==> src/rtl/rv_wb_ctrl.sv <==
// Writeback merge of ALU and load results onto the single register-file write port, plus operand bypass.
// Latency: ALU beat accepted at edge N writes after N; a load waits in the FIFO and writes one edge after it is popped.
// Backpressure: both producers stall while the load FIFO is full; the FIFO drains when the ALU is idle or blocked.
module rv_wb_ctrl #(
    parameter int DEPTH = 2
) (
    input  logic        i_clk,
    input  logic        i_reset_n,
    input  logic        i_alu_valid,
    output logic        o_alu_ready,
    input  logic [4:0]  i_alu_rd,
    input  logic [31:0] i_alu_data,
    input  logic        i_mem_valid,
    output logic        o_mem_ready,
    input  logic [4:0]  i_mem_rd,
    input  logic [31:0] i_mem_data,
    output logic [4:0]  o_rd,
    output logic        o_write,
    output logic [31:0] o_data,
    input  logic [4:0]  i_rs1,
    input  logic [4:0]  i_rs2,
    input  logic [31:0] i_rf_data1,
    input  logic [31:0] i_rf_data2,
    output logic [31:0] o_op1,
    output logic [31:0] o_op2
);

    localparam int PW = (DEPTH > 1) ? $clog2(DEPTH) : 1;
    localparam int CW = $clog2(DEPTH + 1);

    logic [4:0]    fifo_rd  [DEPTH];
    logic [31:0]   fifo_dat [DEPTH];
    logic [PW-1:0] wr_ptr;
    logic [PW-1:0] rd_ptr;
    logic [CW-1:0] count;

    logic          not_full;
    logic          alu_acc;
    logic          push;
    logic          pop;

    logic          hit1_q, hit2_q;
    logic          zero1_q, zero2_q;
    logic [31:0]   fwd1_q, fwd2_q;

    // Both producers see the same readiness: the ALU is stalled while loads back up.
    assign not_full    = (count < CW'(DEPTH));
    assign o_mem_ready = not_full;
    assign o_alu_ready = not_full;

    // Arbitration: an accepted ALU beat owns the port, otherwise the FIFO head drains.
    always_comb begin
        alu_acc = i_alu_valid && not_full;
        push    = i_mem_valid && not_full;
        pop     = !alu_acc && (count != '0);
    end

    // FIFO storage needs no reset; only entries below count are ever read.
    always_ff @(posedge i_clk) begin
        if (push) begin
            fifo_rd[wr_ptr]  <= i_mem_rd;
            fifo_dat[wr_ptr] <= i_mem_data;
        end
    end

    // FIFO pointers and occupancy; power-of-two depth lets the pointers wrap naturally.
    always_ff @(posedge i_clk) begin
        if (!i_reset_n) begin
            wr_ptr <= '0;
            rd_ptr <= '0;
            count  <= '0;
        end else begin
            if (push) begin
                wr_ptr <= wr_ptr + PW'(1);
            end
            if (pop) begin
                rd_ptr <= rd_ptr + PW'(1);
            end
            if (push && !pop) begin
                count <= count + CW'(1);
            end else if (!push && pop) begin
                count <= count - CW'(1);
            end
        end
    end

    // Write-port register; a winner targeting x0 is consumed without raising the enable.
    always_ff @(posedge i_clk) begin
        if (!i_reset_n) begin
            o_write <= 1'b0;
            o_rd    <= '0;
            o_data  <= '0;
        end else if (alu_acc) begin
            o_write <= (i_alu_rd != 5'd0);
            o_rd    <= i_alu_rd;
            o_data  <= i_alu_data;
        end else if (pop) begin
            o_write <= (fifo_rd[rd_ptr] != 5'd0);
            o_rd    <= fifo_rd[rd_ptr];
            o_data  <= fifo_dat[rd_ptr];
        end else begin
            o_write <= 1'b0;
        end
    end

    // Bypass capture: the write being committed at this edge is invisible in the RF read data.
    always_ff @(posedge i_clk) begin
        if (!i_reset_n) begin
            hit1_q  <= 1'b0;
            hit2_q  <= 1'b0;
            zero1_q <= 1'b0;
            zero2_q <= 1'b0;
            fwd1_q  <= '0;
            fwd2_q  <= '0;
        end else begin
            hit1_q  <= o_write && (o_rd == i_rs1);
            hit2_q  <= o_write && (o_rd == i_rs2);
            zero1_q <= (i_rs1 == 5'd0);
            zero2_q <= (i_rs2 == 5'd0);
            fwd1_q  <= o_data;
            fwd2_q  <= o_data;
        end
    end

    assign o_op1 = zero1_q ? 32'd0 : (hit1_q ? fwd1_q : i_rf_data1);
    assign o_op2 = zero2_q ? 32'd0 : (hit2_q ? fwd2_q : i_rf_data2);

endmodule

==> config.mk <==
export PLATFORM = sky130hd
export DESIGN_NAME = rv_wb_ctrl
export DESIGN_NICKNAME = d
export VERILOG_FILES = /design/src/rtl/rv_wb_ctrl.sv
export SDC_FILE = /design/constraint.sdc
export NUM_CORES = 1
export LEC_CHECK = 0
export ABC_AREA = 1
export BUFFER_PORTS_ARGS = -buffer_cell sky130_fd_sc_hd__clkbuf_2
export CORE_MARGIN = 1
export CORE_UTILIZATION = 53
export CTS_CLUSTER_DIAMETER = 200
export DETAILED_ROUTE_END_ITERATION = 12
export GPL_ROUTABILITY_DRIVEN = 0
export PLACE_DENSITY = 0.93
export RECOVER_POWER = 100
export SYNTH_ARGS = -nofsm -noshare
export SYNTH_HDL_FRONTEND = slang
export SYNTH_SLANG_ARGS = --single-unit
==> constraint.sdc <==
create_clock -name i_clk -period 4.4 [get_ports i_clk]
set_input_delay 0.88 -clock i_clk [delete_from_list [all_inputs] [get_ports i_clk]]
set_output_delay 0.88 -clock i_clk [all_outputs]
set_load 0.02 [all_outputs]
==> impl_metrics.ini <==
[detailed_routing]
via_per_inst = 5.203
firstDrtPassIters = 5
drc_errors = 0
drt_iter0_markers = 513
totalWireLength_mm = 17.62
num_vias = 5958
antenna_left = 0
routedWlPerCell_um = 15.39

[synth]
synth_area_leaders = edfxtp_1, dfxtp_1, nand2_1
synth_seq_area_share = 0.5848
async_flop_share = 0
synth_warnings = 0
synth_cell_type_count = 28
synth_most_common_cell = nand2_1
synth_edf_count = 74
synth_top_area_cell = edfxtp_1
synthTopCellsByCount = nand2_1, nor2_1, dfxtp_1, edfxtp_1, a21oi_1
syn_avg_cell_area_um2 = 8.626
synth_top_area_frac = 0.3417
postSynthCellCount = 754
ys.flop_type = dfxtp_1
ys_ff_latch = 153
synth_area_mm2 = 0.006504
syn-num-nets = 907

[clock_network]
clock_sinks = 153
cts_tree = done
postCtsResizedCells = 0
htreeDepth = 4
post_cts_buffers = 0
root_buffer = clkbuf_16
clockBufferDepth = 2
cts.hold.buffers_added = 0
clock_latency_ps = 410
cts_buffers = 17
path_clk_slew_ps = 60

[floorplanning]
io_pins = 256
core-area_mm2 = 0.01196
die_width_um = 112.8
row_count = 40
dieArea_mm2 = 0.01272
start_util = 0.5437
die_h_um = 112.8

[power]
switchingPower_mw = 1.537
p_int_mw = 3.026
seq_power_share = 0.419
p_per_area_mw_per_mm2 = 558.3
pwr-share-clk = 0.313
irDropWorstVdd_mv = 0.3346
total_power_mw = 4.563
swShare = 0.3368
power_leakage_nw = 3.640
p_comb_frac = 0.268

[finish]
n_antenna_cell = 0
nNetsFinal = 1139
area_growth_pct = 25.66
drive_gt1_frac = 0.1613

[global_route]
met3_usage = 0.05303
grt.met2_usage = 0.4469
grt_max_degree = 66
use_met1 = 0.3548
grt_first_pass_wirelength_mm = 26.90
grtUsageTotal = 0.2750
grt_pass1_vias = 5510
antenna_found_initial = 0
grt_busiest_layer = met2
overflow = 0

[placed_design]
port_buffers = 255
place_hpwl_mm = 12.62

[run_status]
violations = max-capacitance violations, max-slew violations
outcome = finished, violations left

[timing]
slew-limit-headroom = -1.096
setup_viol = 0
worst_clock_skew_ps = 7.774
min_period_over_period = 0.7777
tightest_slew_ps = 3133
slew_violations = 116
hold_viol = 0
rsz0062_at_grt = false
setup-tns-final_ps = 0
fmax_mhz = 292.2
period_needed_ps = 3422
whs_ps = 466.0

[worst_setup_path]
crit_fanout = 38
end_kind = flip-flop
crit_path_start_kind = input port
cp.required_ps = 4730
crit_type = input port to flip-flop
critPathArrivalTime_ps = 3750

[worst_hold_path]
worstHoldPathType = flip-flop to flip-flop

[job]
cap_viol_max_count = 3
==> registers in the layout, summed over array words and instances, names as in the netlist, named ones only <==
| signal | count |
|---|---|
| count | 2 |
| zero1_q | 1 |
| fifo_dat | 64 |
| fwd2_q | 32 |
| hit2_q | 1 |
| fifo_rd | 10 |
| zero2_q | 1 |
| o_write | 1 |
| hit1_q | 1 |
| wr_ptr | 1 |
| o_data | 32 |
| rd_ptr | 1 |
| o_rd | 5 |
==> critical path: stages <==
cell and delay [ps]:
clkbuf_1 1220, nand2_1 1120, nor2_1 370, o2bb2ai_1 140
==> metrics by stage <==
stage	cell area (µm²)	utilization	cells	worst slack, ps
after detailed placement	7774	0.6499	1114	1645
after CTS	8358	0.6987	1145	1204
after floorplan	6504	-	754	1414
after global routing	8173	0.6833	1145	706.3
after global placement	7774	0.6499	1114	1709
final	8173	0.6833	1145	978.2
==> routing by layer <==
layer	share of wire	vias up	routed length [µm]
li1	-	2939	-
met1	0.43	2730	7569
met2	0.47	249	8327
met3	0.064	40	1135
met4	0.033	0	588
met5	0	-	0
==> cell type report <==
cell class / instances / area (µm²)
clock buffers: 19 / 432.9
clock inverters: 12 / 151.4
fillers: 1020 / 3789
inverters: 46 / 172.7
multi-input cells: 510 / 2297
flip-flops and latches: 153 / 3804
well taps: 147 / 183.9
repair buffers: 258 / 1131
==> layout by cell type (no fill, tap or decap) <==
cell        instances
o21ai_0             5
clkinv_4            1
a21oi_1            73
inv_2               2
clkbuf_16          17
or2_2               1
and3_1              2
inv_1              43
buf_4               3
nor3_1              1
nand3_1            32
nor2_2              2
o2bb2ai_1          31
clkbuf_1          136
o22ai_1             2
a31oi_1             4
nand2_1           264
clkinvlp_2          2
xnor2_1             4
dfxtp_1            79
bufinv_16           3
inv_6               1
clkinvlp_4          4
clkbuf_2          121
a21oi_2             1
o2111ai_1           3
nor2_4              1
edfxtp_1           74
ha_1                1
nand2_2             2
nor2_1             81
clkinv_1            2
==> logic make-up (layout without fill, tap and decap cells) <==
kind of cell	after synthesis	count (layout)	share of synthesized area
buffers and inverters	91	335	0.06194
AOI/OAI and AO/OA	119	119	0.1129
xor gates and xnor gates	4	4	0.005386
and+or+nand+nor	386	386	0.2330
adders and majority gates	1	1	0.001924
DFF	153	153	0.5848
==> final timing paths <==
check             slack [ps]               to  cells after the start       start
hold / removal           470       fwd2_q[30]                      2  o_data[30]
hold reg to reg          470       fwd2_q[30]                      2  o_data[30]
setup / recovery         980       o_data[27]                      4   i_reset_n
setup reg to reg        1060  fifo_dat[1][12]                      3    count[1]
==> power groups by stage <==
stage / registers [mW] / clock network, mW / logic (mW)
3_3_place_gp: 1.92 / 0 / 1.22
2_1_floorplan: 2.04 / 0 / 0.730
4_1_cts: 1.91 / 1.44 / 1.27
6_report: 1.91 / 1.43 / 1.22
3_5_place_dp: 1.93 / 0 / 1.25
5_1_grt: 1.94 / 1.52 / 1.34
Note: power is estimated with default switching activity, not from simulation.
